[src/rtl/uart_pkg.sv]
// Shared UART definitions: frame FSM states, data width and line levels.
// The receiver imports the same package so both ends agree on framing.
package uart_pkg;

  localparam int UART_DATA_BITS = 8;

  localparam logic LINE_MARK  = 1'b1;
  localparam logic LINE_SPACE = 1'b0;

  typedef enum logic [1:0] {
    IDLE,
    START,
    DATA,
    STOP
  } state_t;

endpackage

[src/rtl/uart_if.sv]
// RS-232 line and AXI-Stream byte interfaces used by the UART blocks.
// rxd is the DCE transmit line seen by the DTE.
interface rs232;
  import uart_pkg::*;

  localparam logic MARK  = LINE_MARK;
  localparam logic SPACE = LINE_SPACE;

  logic rxd;

  modport dce (output rxd);
  modport dte (input rxd);
endinterface

interface axis;
  logic [7:0] tdata;
  logic       tvalid;
  logic       tready;

  modport master (output tdata, output tvalid, input tready);
  modport slave  (input tdata, input tvalid, output tready);
endinterface

[src/rtl/uart_baud.sv]
// Bit-period timer: counts 0..CLKS_PER_BIT-1 and pulses tick on the last
// count; restart holds it at zero so every state starts a fresh bit period.
module uart_baud #(
  parameter int CLKS_PER_BIT = 8
) (
  input  logic clk,
  input  logic reset,
  input  logic restart,
  output logic tick
);

  localparam int TW = (CLKS_PER_BIT > 1) ? $clog2(CLKS_PER_BIT) : 1;
  localparam logic [TW-1:0] LAST = TW'(CLKS_PER_BIT - 1);

  logic [TW-1:0] count;

  assign tick = (count == LAST);

  // NOTE: sequential state is written with non-blocking assignments only.
  always_ff @(posedge clk or posedge reset) begin
    if (reset) begin
      count <= '0;
    end else if (restart || tick) begin
      count <= '0;
    end else begin
      count <= count + 1'b1;
    end
  end

endmodule

[src/rtl/uart_tx.sv]
// UART transmitter: one-byte holding register in front of a start/8 data
// MSB-first/stop shifter, so a pending byte starts right after the last stop.
module uart_tx
  import uart_pkg::*;
#(
  parameter int CLKS_PER_BIT = 8,
  parameter int STOP_BITS    = 1
) (
  input  logic clk,
  input  logic reset,
  rs232.dce    dce,
  axis.slave   slave,
  output logic busy
);

  localparam int BW = $clog2(UART_DATA_BITS);
  localparam logic [BW-1:0] LAST_BIT = BW'(UART_DATA_BITS - 1);
  localparam logic LAST_STOP = 1'(STOP_BITS - 1);

  state_t state, state_next;
  logic [UART_DATA_BITS-1:0] shift, shift_next;
  logic [UART_DATA_BITS-1:0] hold;
  logic                      hold_full, hold_full_next;
  logic [BW-1:0]             bit_cnt, bit_cnt_next;
  logic                      stop_cnt, stop_cnt_next;
  logic                      tick, restart, take, load, line_d;

  uart_baud #(.CLKS_PER_BIT(CLKS_PER_BIT)) u_baud (
    .clk     (clk),
    .reset   (reset),
    .restart (restart),
    .tick    (tick)
  );

  assign take = slave.tvalid && slave.tready;
  assign busy = (state != IDLE) || hold_full;

  // NOTE: every signal assigned here gets a default first, so no latch is inferred.
  always_comb begin
    state_next    = state;
    shift_next    = shift;
    bit_cnt_next  = bit_cnt;
    stop_cnt_next = stop_cnt;
    load          = 1'b0;
    line_d        = LINE_MARK;

    unique case (state)
      IDLE: begin
        if (hold_full) begin
          load       = 1'b1;
          state_next = START;
        end
      end
      START: begin
        line_d = LINE_SPACE;
        if (tick) begin
          state_next   = DATA;
          bit_cnt_next = '0;
        end
      end
      DATA: begin
        line_d = shift[UART_DATA_BITS-1];
        if (tick) begin
          shift_next   = {shift[UART_DATA_BITS-2:0], 1'b0};
          bit_cnt_next = bit_cnt + 1'b1;
          if (bit_cnt == LAST_BIT) begin
            state_next    = STOP;
            stop_cnt_next = 1'b0;
          end
        end
      end
      STOP: begin
        if (tick) begin
          if (stop_cnt == LAST_STOP) begin
            // A pending byte skips IDLE so frames run back to back.
            if (hold_full) begin
              load       = 1'b1;
              state_next = START;
            end else begin
              state_next = IDLE;
            end
          end else begin
            stop_cnt_next = stop_cnt + 1'b1;
          end
        end
      end
      default: state_next = IDLE;
    endcase

    if (load) shift_next = hold;

    hold_full_next = (hold_full && !load) || take;
    restart        = (state == IDLE) || (state_next != state);
  end

  // NOTE: data registers are reset as well; it is cheap here and keeps X off the line.
  always_ff @(posedge clk or posedge reset) begin
    if (reset) begin
      state        <= IDLE;
      shift        <= '0;
      hold         <= '0;
      hold_full    <= 1'b0;
      bit_cnt      <= '0;
      stop_cnt     <= 1'b0;
      dce.rxd      <= LINE_MARK;
      slave.tready <= 1'b0;
    end else begin
      state        <= state_next;
      shift        <= shift_next;
      hold_full    <= hold_full_next;
      bit_cnt      <= bit_cnt_next;
      stop_cnt     <= stop_cnt_next;
      dce.rxd      <= line_d;
      slave.tready <= !hold_full_next;
      if (take) hold <= slave.tdata;
    end
  end

endmodule

[src/flat_wrapper.sv]
// flat-port wrapper written by rule: the top's interface ports become plain ports
module uart_tx_flat import uart_pkg::*;
#(
  parameter int CLKS_PER_BIT = 8,
  parameter int STOP_BITS    = 1
)
  (clk, reset, busy, dce_rxd, slave_tdata, slave_tvalid, slave_tready);
  rs232 dce_i ();
  axis slave_i ();
  input  logic clk;
  input  logic reset;
  output logic busy;
  output wire logic [$bits(dce_i.rxd)-1:0] dce_rxd;
  input wire logic [$bits(slave_i.tdata)-1:0] slave_tdata;
  input wire logic [$bits(slave_i.tvalid)-1:0] slave_tvalid;
  output wire logic [$bits(slave_i.tready)-1:0] slave_tready;
  assign dce_rxd = dce_i.rxd;
  assign slave_i.tdata = slave_tdata;
  assign slave_i.tvalid = slave_tvalid;
  assign slave_tready = slave_i.tready;
  uart_tx #(.CLKS_PER_BIT(CLKS_PER_BIT), .STOP_BITS(STOP_BITS)) u_core (.clk(clk), .reset(reset), .dce(dce_i), .slave(slave_i), .busy(busy));
endmodule
[config.mk]
export PLATFORM = sky130hd
export DESIGN_NAME = uart_tx_flat
export DESIGN_NICKNAME = d
export VERILOG_FILES = /design/src/rtl/uart_pkg.sv /design/src/rtl/uart_if.sv /design/src/rtl/uart_baud.sv /design/src/rtl/uart_tx.sv /design/src/flat_wrapper.sv
export SDC_FILE = /design/constraint.sdc
export NUM_CORES = 1
export LEC_CHECK = 0
export BUFFER_PORTS_ARGS = -buffer_cell sky130_fd_sc_hd__buf_2
export CAP_MARGIN = 20
export CORE_UTILIZATION = 35
export CTS_CLUSTER_DIAMETER = 200
export DETAILED_ROUTE_END_ITERATION = 12
export GPL_TIMING_DRIVEN = 0
export PLACE_DENSITY = 0.52
export SLEW_MARGIN = 0
export SYNTH_ARGS = -nofsm -noshare
export SYNTH_HDL_FRONTEND = slang
export SYNTH_SLANG_ARGS = --single-unit
[constraint.sdc]
create_clock -name clk -period 3 [get_ports clk]
set_input_delay 0.15 -clock clk [delete_from_list [all_inputs] [get_ports clk]]
set_output_delay 0.15 -clock clk [all_outputs]
set_load 0.02 [all_outputs]
==> impl_metrics.yaml, run 1 <==
outcome:
  outcome: "finished, final reports clean"
clock_tree:
  numClockSinks: 27
  h-tree-depth: 1
  clk_path_buf_depth: 2
  numCtsBuffers: 3
  clk_latency_ns: 0.33
  clock-root-buffer: "clkbuf_4"
  clk_pin_slew_worst_paths_ns: 0.15
  post-cts-setup-buffer-count: 0
  cts_tree: "done"
power_and_ir_drop:
  p_per_area_mw_per_mm2: 443
  p_leak_nw: 0.752
  ir_drop_uv: 388
logic_synthesis:
  synth_area_mm2: 0.00128
  synth_top_family_by_area: "compound AO/OA/AOI/OAI gates"
  synth-adder-area-share_pct: 8.76
  yosys-top-cells-count: "dfrtp_1 (26), nand2_1 (15), o21ai_0 (11), ha_1 (9), mux2_2 (8)"
  synth_flop_cell: "dfrtp_1"
  synth_xor_area_share_pct: 0
  async_flop_share_pct: 100
  syn_inst: 110
  synth_compound_area_share_pct: 12.8
  synth_edf_count: 0
  synth_cell_type_count: 28
  yosysTopAreaCell: "dfrtp_1"
  synth_seq_cells: 27
  yosysSeqAreaShare_pct: 52.7
  post-synth-top-count-cell: "dfrtp_1"
  syn_area_per_cell_um2: 11.7
  synth_mux_area_share_pct: 12.5
  ys_warn_count: 0
  syn_nets: 130
  synth_top_area_share_pct: 50.6
  yosys.area_share.simple_pct: 8.96
  netlist_top_cells_area: "dfrtp_1 (51%), ha_1 (8.8%), mux2_2 (7.0%)"
global_routing:
  grt_pass1_vias: 885
  grt-ovfl-total: 0
  antenna_found_initial: 0
  grt_max_degree: 28
  grt_pass1_wl_mm: 3.98
  grt_usage_pct: 12.8
drt:
  drtPass1Iterations: 4
  highest_layer: "met4"
  wl_met2_mm: 1.04
  wirelength_mm: 2.14
  wl_per_cell_um: 12.3
  routed_via_density: 4.87
  vias: 853
  drc: 0
  drtIter0Drc: 49
  drtAntennaViolNets: 0
  met1_length_mm: 1.01
  wl_met3_um: 67
sta:
  period_minus_slack_ns: 1.81
  relSlewSlack_pct: 67.3
  setup_viol: 0
  clock.fmax_mhz: 551
  maxSlewViolCount: 0
  fin_crit_sh_pct: 60.5
  clock_skew_ns: 0.00430
  rsz0062_at_grt: "false"
  worstMarginPinSlew_ns: 0.490
  tns_ns: 0
  hold_viol_final: 0
die:
  start_util_pct: 37.6
  die_h_um: 62.6
  core_region_area_mm2: 0.00342
  die_area_mm2: 0.00392
  io_pins: 14
  rows: 21
  fp.dieW_um: 62.6
critical_path:
  crit_top_cell: "ha_1"
  critPathBufInv: 0
  rrSetupSlack_ns: 1.19
  cp.depth: 6
  cp.required_ns: 3.25
  startpoint_type: "flip-flop"
  cpMaxStageDelayCell: "dfrtp_1"
  critPathLaunch: "u_core.u_baud.count[0]"
  path_max_fanout: 5
  cp_cell_sequence: "ha_1 -> ha_1 -> a31o_1 -> a311oi_1 -> a21oi_1 -> nor3_1"
  cp_slowest_stage_delay_ns: 0.41
  critPathCaptureType: "flip-flop"
  criticalPathCategory: "flip-flop to flip-flop"
  r2r-start: "u_core.u_baud.count[0]"
  cp_top_family: "compound AO/OA/AOI/OAI gates"
  reg2reg_to: "u_core.u_baud.count[0]"
  crit_arrival_ns: 2.07
  r2r_cells: 6
  cp-endpoint: "u_core.u_baud.count[0]"
finish:
  syn2layout_area_growth_pct: 14.8
  n_antenna_cell: 0
  fin_area_mm2: 0.00148
  drive_above_1_share_pct: 26.4
  final_nets: 150
  post-route-util_pct: 43.2
worst_hold_path:
  hp-class: "input port to flip-flop"
  whs_path_depth: 2
placement:
  place_congestion: 0.799
  io_buffers: 13
  dpl_cell_area_mm2: 0.00141
  post-dp-hpwl_mm: 1.53
flow_run:
  maxCapViolCount: 0
[area by class of cell]
type                    count  area (um2)
flip-flops and latches     27         677
multi-input cells          73         552
plain buffers               3        30.0
inverters                   7        26.3
fillers                   348        1940
well taps                  46        57.6
clock buffers               3        22.5
repair buffers             15         103
clock inverters             1        7.51
[how the worst min path moves through the flow]
stage	from	endpoint	slack, ns
floorplan	reset	u_core.bit_cnt[0]	0.20
global placement	slave_tdata[7]	u_core.hold[7]	0.38
detailed placement	slave_tdata[0]	u_core.hold[0]	0.39
CTS	slave_tdata[0]	u_core.hold[0]	0.02
global route	slave_tdata[1]	u_core.hold[1]	0.005
finish	slave_tdata[0]	u_core.hold[0]	0.03
[repair_timing]
item / 4_1_cts / 5_1_grt
endpoints found under the hold margin: 0 / 9
resized for setup: 0 / 0
hold buffers: 0 / 1
[layer usage]
metal	GRT usage [%]	vias to the layer above
met1	15.7	411
met2	21.7	11
met5	0	-
li1	-	426
met3	3.28	5
met4	4.36	0
[where the power goes]
part / internal [mW] / switching, mW / leakage, nW / total, mW
sequential: 0.405 / 0.0193 / 0.336 / 0.425
combinational: 0.0410 / 0.0242 / 0.403 / 0.0652
clock: 0.0511 / 0.113 / 0.0139 / 0.164
total: 0.497 / 0.157 / 0.752 / 0.654
[cell usage in the layout (no fill, tap or decap), drive strengths merged, types with 2 or more instances in the layout]
| cell | count |
|---|---|
| a21oi | 3 |
| a32o | 2 |
| buf | 17 |
| clkbuf | 3 |
| dfrtp | 26 |
| ha | 9 |
| inv | 7 |
| mux2 | 8 |
| mux2i | 7 |
| nand2 | 16 |
| nor2 | 2 |
| nor3 | 2 |
| nor3b | 2 |
| o21ai | 12 |
[through the flow]
stage,setup slack [ns],std cells,hold WS (ns),power (mW)
final,1.19,175,0.0314,0.654
after floorplan,1.40,110,0.202,0.474
after global placement,1.25,169,0.381,0.490
after CTS,1.19,173,0.0183,0.660
after global routing,0.990,175,0.00545,0.689
after detailed placement,1.23,169,0.386,0.495
[sequential cells by signal (all words and copies together) (netlist names)]
signal,cells
u_core.u_baud.count,3
u_core.dce.rxd,1
u_core.hold,8
u_core.state,2
u_core.hold_full,1
u_core.bit_cnt,3
u_core.slave.tready,1
u_core.shift,8
[logic make-up after synthesis]
logic type,after synthesis
DFF,27
AOI/OAI and AO/OA,25
and+or+nand+nor,24
muxes,15
buffers and inverters,10
adders and majority gates,9
No activity file was read; power rests on OpenSTA's default activity.
==> inputs of run 2 (changes only) <==
==> constraint.sdc (replaced) <==
create_clock -name clk -period 1.7 [get_ports clk]
set_input_delay 0.085 -clock clk [delete_from_list [all_inputs] [get_ports clk]]
set_output_delay 0.085 -clock clk [all_outputs]
set_load 0.02 [all_outputs]
==> impl_metrics.yaml, run 2 (synthesis results as in run 1) <==
outcome:
  outcome: "finished, final reports clean"
die:
  start_util_pct: 37.6
  io_pins: 14
  die_area_mm2: 0.00392
  rows: 21
  fp.dieW_um: 62.6
  die_h_um: 62.6
  core_region_area_mm2: 0.00342
finish:
  mostFrequentLayoutCell: "dfrtp_1"
  reg_top3: "u_core.hold x8, u_core.shift x8"
  syn2layout_area_growth_pct: 32.1
  post-route-util_pct: 49.7
  final_cell_mix: "dfrtp_1 (25), nand2_1 (15), buf_2 (13)"
  multiInputGateArea_um2: 656
  fin_area_mm2: 0.00170
  drive_above_1_share_pct: 38.7
  n_antenna_cell: 0
  seqCellArea_um2: 678
  final_nets: 163
  fillerInstances: 323
drt:
  drtPass1Iterations: 3
  vias: 922
  routed_via_density: 4.90
  wirelength_mm: 2.35
  wl_per_cell_um: 12.5
  drtAntennaViolNets: 0
  drc: 0
  drtIter0Drc: 52
critical_path:
  criticalPathCategory: "flip-flop to flip-flop"
  r2r-start: "u_core.state[0]"
  critPathCaptureType: "flip-flop"
  path_max_fanout: 10
  startpoint_type: "flip-flop"
  cp.required_ns: 1.95
  rrSetupSlack_ns: 0.06
  r2r_cells: 5
  cp-endpoint: "u_core.u_baud.count[0]"
  crit_arrival_ns: 1.90
  critPathLaunch: "u_core.state[0]"
  reg2reg_to: "u_core.u_baud.count[0]"
sta:
  clock.fmax_mhz: 609
  hold_slack_ns: 0.291
  tns_ns: 0
  setup_viol: 0
  rsz0062_at_grt: "true"
  final.setup.worst_slack_ns: 0.0580
  clock_skew_ns: 0.00389
  fin_crit_sh_pct: 96.6
  hold_viol_final: 0
  relSlewSlack_pct: 66.8
  worstMarginPinSlew_ns: 0.498
  period_minus_slack_ns: 1.64
  maxSlewViolCount: 0
placement:
  post-dp-hpwl_mm: 1.53
  io_buffers: 13
  dpl_cell_area_mm2: 0.00141
  place_congestion: 0.799
  dp_slack_ns: -0.0655
clock_tree:
  clock-root-buffer: "clkbuf_4"
  h-tree-depth: 1
  clk_pin_slew_worst_paths_ns: 0.15
  numClockSinks: 27
  clk_path_buf_depth: 2
  cts_tree: "done"
  clk_latency_ns: 0.33
  numCtsBuffers: 3
power_and_ir_drop:
  p_per_area_mw_per_mm2: 688
  p_leak_nw: 0.819
  ir_drop_uv: 682
flow_run:
  maxCapViolCount: 0
global_routing:
  grt_max_degree: 28
  grt_pass1_wl_mm: 4.08
  grt_pass1_vias: 913
  grt_usage_pct: 13.2
  grt-ovfl-total: 0
  antenna_found_initial: 0
worst_hold_path:
  hp-class: "input port to async pin"
-- run 2: cell types whose count changed in the layout (fill, tap and decap cells not counted), moves of 2 or more --
cell	before	now
nor3b_1	2	0
a21oi_1	3	1
buf_4	1	6
ha_4	0	2
ha_1	9	4
ha_2	0	3
dlygate4sd3_1	1	9
nor3b_2	0	2
-- run 2: worst max-delay path, cell delays in order, from the launching register on --
cell      delay [ns]
dfrtp_2         0.44
inv_1           0.09
ha_1            0.23
buf_6           0.15
a2111o_1        0.43
nor3_2          0.21
-- run 2: layer usage --
layer / global-route usage, % / vias to the layer above / wire length [um]
met5: 0 / - / 0
met4: 4.36 / 0 / 28
met3: 3.28 / 5 / 65
met2: 23.1 / 11 / 1210
met1: 15.5 / 452 / 1050
li1: - / 454 / -
-- run 2: repair_timing --
action                                 in CTS  in global routing
resized for setup                           3                 18
hold buffers                                8                  1
cloned                                      0                  0
setup buffers                               0                  5
pin swaps                                   4                  8
endpoints found under the hold margin       8                  9
setup endpoints to repair                  11                 11
-- run 2: metrics by stage --
| step | cells | power [mW] |
|---|---|---|
| 2_1_floorplan | 110 | 0.836 |
| 3_3_place_gp | 169 | 0.864 |
| 3_5_place_dp | 169 | 0.873 |
| 4_1_cts | 181 | 1.18 |
| 5_1_grt | 188 | 1.23 |
| 6_report | 188 | 1.17 |
-- run 2: cell type report --
class | count | area share, %
clock inverter | 1 | 0.442
inverter | 7 | 1.55
buffer | 3 | 1.77
clock buffer | 3 | 1.33
sequential | 27 | 39.9
multi-input combinational | 73 | 38.6
tap | 46 | 3.39
timing repair buffer | 28 | 13.0
-- run 2: how the worst min path moves through the flow --
stage | slack [ns] | startpoint | cells past startpoint | end
3_5_place_dp | 0.32 | slave_tdata[0] | 2 | u_core.hold[0]
5_1_grt | 0.32 | reset | 3 | u_core.hold[0]
3_3_place_gp | 0.32 | slave_tdata[7] | 2 | u_core.hold[7]
6_report | 0.29 | reset | 3 | u_core.hold[0]
2_1_floorplan | 0.14 | reset | 1 | u_core.bit_cnt[0]
4_1_cts | 0.006 | reset | 2 | u_core.hold[0]
-- run 2: power by group --
part | total (mW) | internal (mW) | switching, mW
combinational | 0.130 | 0.0842 | 0.0458
sequential | 0.749 | 0.715 | 0.0339
clock | 0.289 | 0.0901 | 0.199
total | 1.17 | 0.889 | 0.279
